## config.mk

```make
export PLATFORM = sky130hd
export DESIGN_NAME = masked_rr_arbiter
export DESIGN_NICKNAME = d
export VERILOG_FILES = /design/src/rtl/masked_rr_arbiter.sv
export SDC_FILE = /design/constraint.sdc
export NUM_CORES = 1
export LEC_CHECK = 0
export BUFFER_PORTS_ARGS = -buffer_cell sky130_fd_sc_hd__buf_2
export CAP_MARGIN = 20
export CORE_ASPECT_RATIO = 1.1
export CORE_MARGIN = 4
export CORE_UTILIZATION = 37
export DETAILED_ROUTE_END_ITERATION = 6
export SLEW_MARGIN = 20
export SYNTH_ARGS = -nofsm -noshare
export SYNTH_HDL_FRONTEND = slang
export SYNTH_SLANG_ARGS = --single-unit
```

## constraint.sdc

```tcl
create_clock -name clk -period 5.4 [get_ports clk]
set_input_delay 0.81 -clock clk [delete_from_list [all_inputs] [get_ports clk]]
set_output_delay 0.81 -clock clk [all_outputs]
set_load 0.03 [all_outputs]
```

## src/rtl/masked_rr_arbiter.sv

```systemverilog
// Round-robin arbiter with per-requester masking, hold-time watchdog and
// back-to-back re-arbitration on release.
//
// state | meaning
// IDLE  | no grant active, waiting for an eligible requester
// GRANT | gnt_id owns the resource until done, request drop or timeout
module masked_rr_arbiter #(
  parameter int WIDTH     = 16,
  parameter int OUT_WIDTH = $clog2(WIDTH),
  parameter int TIMEOUT   = 255
) (
  input  logic                 clk,
  input  logic                 rst,
  input  logic [WIDTH-1:0]     req,
  input  logic [WIDTH-1:0]     mask,
  input  logic                 done,
  output logic                 gnt_valid,
  output logic [OUT_WIDTH-1:0] gnt_id,
  output logic [WIDTH-1:0]     gnt_onehot,
  output logic                 timeout_err
);

  typedef enum logic {IDLE, GRANT} state_t;

  state_t               state;
  logic [OUT_WIDTH-1:0] ptr;
  logic [7:0]           hold_cnt;

  logic [WIDTH-1:0]     eligible;
  logic                 normal_rel;
  logic                 timeout_hit;
  logic                 release_now;
  logic [OUT_WIDTH-1:0] next_ptr;
  logic [OUT_WIDTH-1:0] arb_ptr;
  logic [WIDTH-1:0]     arb_vec;
  logic                 arb_found;
  logic [OUT_WIDTH-1:0] arb_id;
  logic [WIDTH-1:0]     arb_onehot;

  always_comb begin
    eligible    = req & ~mask;
    normal_rel  = (state == GRANT) && (done || !req[gnt_id]);
    timeout_hit = (state == GRANT) && (hold_cnt == 8'(TIMEOUT - 1));
    release_now = normal_rel || timeout_hit;
    next_ptr    = (gnt_id == OUT_WIDTH'(WIDTH - 1)) ? '0 : gnt_id + 1'b1;
    // On release the search starts past the holder, which is also excluded
    arb_ptr     = (state == GRANT) ? next_ptr : ptr;
    arb_vec     = (state == GRANT) ? (eligible & ~gnt_onehot) : eligible;
  end

  always_comb begin
    int idx;
    logic [OUT_WIDTH-1:0] idx_w;
    arb_found = 1'b0;
    arb_id    = '0;
    idx       = 0;
    idx_w     = '0;
    for (int i = 0; i < WIDTH; i++) begin
      idx = int'(arb_ptr) + i;
      if (idx >= WIDTH) idx = idx - WIDTH;
      idx_w = OUT_WIDTH'(idx);
      if (!arb_found && arb_vec[idx_w]) begin
        arb_found = 1'b1;
        arb_id    = idx_w;
      end
    end
    arb_onehot = {{(WIDTH-1){1'b0}}, 1'b1} << arb_id;
  end

  always_ff @(posedge clk) begin
    if (rst) begin
      state       <= IDLE;
      ptr         <= '0;
      hold_cnt    <= '0;
      gnt_valid   <= 1'b0;
      gnt_id      <= '0;
      gnt_onehot  <= '0;
      timeout_err <= 1'b0;
    end else begin
      timeout_err <= 1'b0;
      case (state)
        IDLE: begin
          if (arb_found) begin
            state      <= GRANT;
            gnt_valid  <= 1'b1;
            gnt_id     <= arb_id;
            gnt_onehot <= arb_onehot;
            hold_cnt   <= '0;
          end
        end
        GRANT: begin
          if (release_now) begin
            ptr         <= next_ptr;
            timeout_err <= timeout_hit && !normal_rel;
            if (arb_found) begin
              gnt_id     <= arb_id;
              gnt_onehot <= arb_onehot;
              hold_cnt   <= '0;
            end else begin
              state      <= IDLE;
              gnt_valid  <= 1'b0;
              gnt_onehot <= '0;
            end
          end else begin
            hold_cnt <= hold_cnt + 8'd1;
          end
        end
        default: state <= IDLE;
      endcase
    end
  end

endmodule

```

# After elaboration in Yosys (flattened, before gate mapping)

Index checks and enable logic that the tools add are counted.

Input bits: 35
Output and inout port bits: 22
Register bits: 35
Word-level logic and storage cells: 228

Equal/unequal tests: 5
$lt $le $gt $ge: 33
Add/subtract/negate cells: 33
Multiplexer cells: 102
Shift-type cells: 1
Bitwise logic cells: 6
Reduce and logical (&&, ||, !) cells: 41

Operators by type and width:

| operator             | number |
|---|---|
| $mux 4               | 36 |
| $lt 4x5->1 const B   | 17 |
| $ge 5x5->1 const B   | 15 |
| $bmux 1 s4           | 17 |
| $mux 16              | 4 |
| $sub 4x1->4 const B  | 16 |
| $add 4x4->5 const B  | 8 |
| $mux 1               | 38 |
| $and 16x16->16       | 2 |
| $not 16->16          | 2 |
| $pmux 16 s2          | 1 |
| $add 4x3->5 const B  | 4 |
| $logic_and 1x1->1    | 18 |
| $logic_not 1->1      | 17 |
| $mux 8               | 2 |
| $pmux 8 s2           | 1 |
| $shl 1x4->16 const A | 1 |
| $add 4x2->5 const B  | 2 |
| $add 8x1->8 const B  | 1 |
| $eq 8x8->1 const B   | 1 |
| $pmux 4 s2           | 1 |
| $add 4x1->5 const B  | 1 |
| $ge 4x5->1 const B   | 1 |
| $add 4x1->4 const B  | 1 |
| other kinds (9)      | 14 |

# Depth between registers and ports, before layout

Depth after elaboration: 57
Mapped depth: 18
Gate-level depth less buffers: 15

# Worst setup path after synthesis

OpenSTA, ideal clock, no wires.

Kind: register to register
From: register gnt_id[1]
To: register gnt_onehot[11]
Setup slack: 0.531 ns
Clock period less this slack: 4.869 ns
Required time: 5.283 ns
Stages on the path, launching flop included: 14
Data arrival time: 4.752 ns
Cells stage by stage: dfxtp_1 ha_1 mux2i_4 clkbuf_1 ha_1 clkbuf_1 mux4_2 mux4_2 or4_1 a31oi_2 o31ai_2 o221ai_2 nor2_1 a32o_1

Cells in the longest elaborated chain, start to end: 57

RTL lines:

| item                                                 | RTL line | RTL |
|---|---|---|
| start: declaration                                   | 18       | `output logic [OUT_WIDTH-1:0] gnt_id,` |
| start signal: assignment                             | 86       | `gnt_id <= arb_id;` |
| start signal: assignment                             | 96       | `gnt_id <= arb_id;` |
| $add 4x1->4 or $eq 4x4->1 (tied branches)            | 45       | `next_ptr = (gnt_id == OUT_WIDTH'(WIDTH - 1)) ? '0 : gnt_id + 1'b1;` |
| $mux 4 (*)                                           | 45       |  |
| named net next_ptr[1]                                | 33       | `logic [OUT_WIDTH-1:0] next_ptr;` |
| $mux 4 (*)                                           | 47       | `arb_ptr = (state == GRANT) ? next_ptr : ptr;` |
| branches (longest 54 deep; another with $add 4x1->5) | n/a      |  |
| end signal: assignment                               | 87       | `gnt_onehot <= arb_onehot;` |
| end signal: assignment                               | 97       | `gnt_onehot <= arb_onehot;` |
| end: declaration                                     | 19       | `output logic [WIDTH-1:0] gnt_onehot,` |

Mark *: on every way through the listed nets, which the timed path passes. The select of a mux whose other input is x is not followed.
A chain may end at the register's enable or synchronous reset.

# Worst setup path in the final report

From: register gnt_id[1]
To: register gnt_onehot[10]

Cells in the longest elaborated chain, start to end: 57

RTL lines:

| item |
|---|
| branches (longest 57 deep; another with $add 4x1->5) |

Parallel ways; which one is timed is not known. The select of a mux whose other input is x is not followed.

==> results.ini <==
[floorplan]
start_util_pct=37.81
io_pins=57
core_area_um2=11440
die_area_um2=13490
std_cell_rows=41
die_w_um=111.1
die_h_um=121.4

[synth]
synth-edff-count=0
ys_ff_latch=35
async_reset_ff_share_pct=0
syn_inst=496
avgSynthCellArea_um2=8.721
synth_ff_type=dfxtp_1
synth_cell_types=89
yosys_warnings=0
yosysSeqAreaShare_pct=16.20
synth_nets=541
syn-cell-area_um2=4325

[sta]
finalSetupViolCount=0
clock_skew_ps=6.736
relSlewSlack_pct=40.63
fin_crit_sh_pct=88.52
whs_ps=477.6
setup_ws_ps=620.2
min_period_ps=4780
slew_violations=0
fin_tns_setup_ps=0
hold_violations=0
worst_slew_pin_slew_ps=890.6
rsz0062_at_grt=no
clock.fmax_ghz=0.2092

[run]
max-cap-violations=0

[cts]
clock_latency_ps=290
path_clk_slew_ps=60
htreeDepth=2
clockBufferDepth=2
cts_resized=0
cts_made_buffers=5
clock_sinks=35
post-cts-setup-buffer-count=0
tritoncts=done
cts_hold_repair.buffers=0
cts_root_buf=clkbuf_16

[global_route]
grt_max_degree=24
grtUsageTotal_pct=21.11
grt_overflow=0
grt_pass1_wl_um=22980
grt_antenna_before_repair=0
grt_pass1_vias=4467

[final_layout]
layout_common_cells=buf_2, nand2_1, nor2_1, dfxtp_1, mux2i_1
layout.cells.most_common=buf_2
nNetsFinal=601
drive_gt1_share_pct=29.26
antenna_cells=0
fin_cells=707
area_growth_pct=14.84

[critical_path]
crit_type=reg -> reg
max_stage_delay_ps=640
crit_slowest_cell=mux4_2
cp-end-kind=flip-flop
cp_top_family=multiplexers
crit_required_ps=5630
crit_fanout=12
crit_arrival_ps=5010
path_buf_inv=0
cp_cell_sequence=ha_1, a31oi_2, mux2i_2, ha_1, mux4_2, mux4_2, or4_1, a31oi_2, o31ai_2, o221ai_2, nor2b_1, a32o_1
crit_path_start_kind=flip-flop

[route]
drt_pass1_iterations=7
drtAntennaViolNets=0
drtIter0Drc=220
wl_um=14140
vias_per_cell=6.178
num_vias=4368
wl_per_cell_um=19.99
drc=0

[placement]
pre_cts_ws_ps=671.3
dp_hpwl_um=11160
place.gp.congestion=0.9240
placedCellCount=699
io_buffers=56

[status]
outcome=finished clean

[hold_path]
hp-class=reg -> reg

-- Yosys cell counts, types with 6 or more instances --
cell / number / area, µm²
inv_1: 21 / 78.83
clkbuf_1: 11 / 41.29
a21oi_1: 23 / 115.1
dfxtp_1: 35 / 700.7
mux2_2: 10 / 112.6
a32o_1: 8 / 80.08
nor3_1: 11 / 55.05
nor2_1: 41 / 153.9
nand3_1: 19 / 95.09
ha_1: 10 / 125.1
mux2i_1: 32 / 320.3
a211oi_1: 15 / 112.6
mux4_2: 22 / 495.5
nand2_1: 46 / 172.7
nor2b_1: 9 / 56.30
o211ai_1: 9 / 67.56
xnor2_1: 6 / 52.55
and3_1: 8 / 50.05
o21ai_0: 18 / 90.09
nand2b_1: 8 / 50.05
-- flip-flops by register name, indices dropped and copies added, names as in the netlist --
register     cells
gnt_onehot      16
ptr              4
timeout_err      1
hold_cnt         8
gnt_valid        1
state            1
gnt_id           4
-- per-layer routing --
layer | track usage (%) | up-vias | wire [µm]
met5 | 0 | - | 0
met4 | 13.38 | 0 | 837
met3 | 1.895 | 56 | 911
met2 | 35.51 | 246 | 6615
met1 | 26.08 | 2038 | 5771
li1 | - | 2028 | -
-- logic make-up (layout without fill, tap and decap cells) --
| logic type | count (synthesis) | after routing | share of synthesized area, % |
|---|---|---|---|
| xor+xnor | 11 | 11 | 2.922 |
| flops | 35 | 35 | 16.20 |
| simple gates | 179 | 179 | 22.22 |
| mux | 69 | 69 | 23.20 |
| fa+ha+maj | 10 | 10 | 2.893 |
| compound gates | 142 | 142 | 26.84 |
| buf+inv | 50 | 111 | 5.728 |
-- worst paths after layout --
| path | start | to | slack, ps | cells after the start |
|---|---|---|---|---|
| worst min-delay path | gnt_onehot[6] | gnt_onehot[6] | 480 | 2 |
| worst max register to register | gnt_id[1] | gnt_onehot[10] | 620 | 12 |
| worst min register to register | gnt_onehot[6] | gnt_onehot[6] | 480 | 2 |
| worst max-delay path | gnt_id[1] | gnt_onehot[10] | 620 | 12 |
-- metrics by stage --
step	instance area (µm²)	utilization [%]
2_1_floorplan	4325	-
3_3_place_gp	4807	42.02
3_5_place_dp	4807	42.02
4_1_cts	4967	43.42
5_1_grt	4967	43.42
6_report	4967	43.42
-- final cells by class --
type	count	area, µm²
Multi-Input combinational cell	411	3377
Clock inverter	1	7.507
Inverter	25	96.34
Tap cell	150	187.7
Fill cell	1125	6472
Clock buffer	7	152.6
Sequential cell	35	700.7
Timing Repair Buffer	78	445.4
-- tightest hold or removal path: stages (launching register included) --
cell and delay, ps:
dfxtp_1 320, nand2_1 60, o41ai_1 50
Power is not shown: default switching activity piles up to over one toggle a cycle in this logic, so the estimate is an artifact.
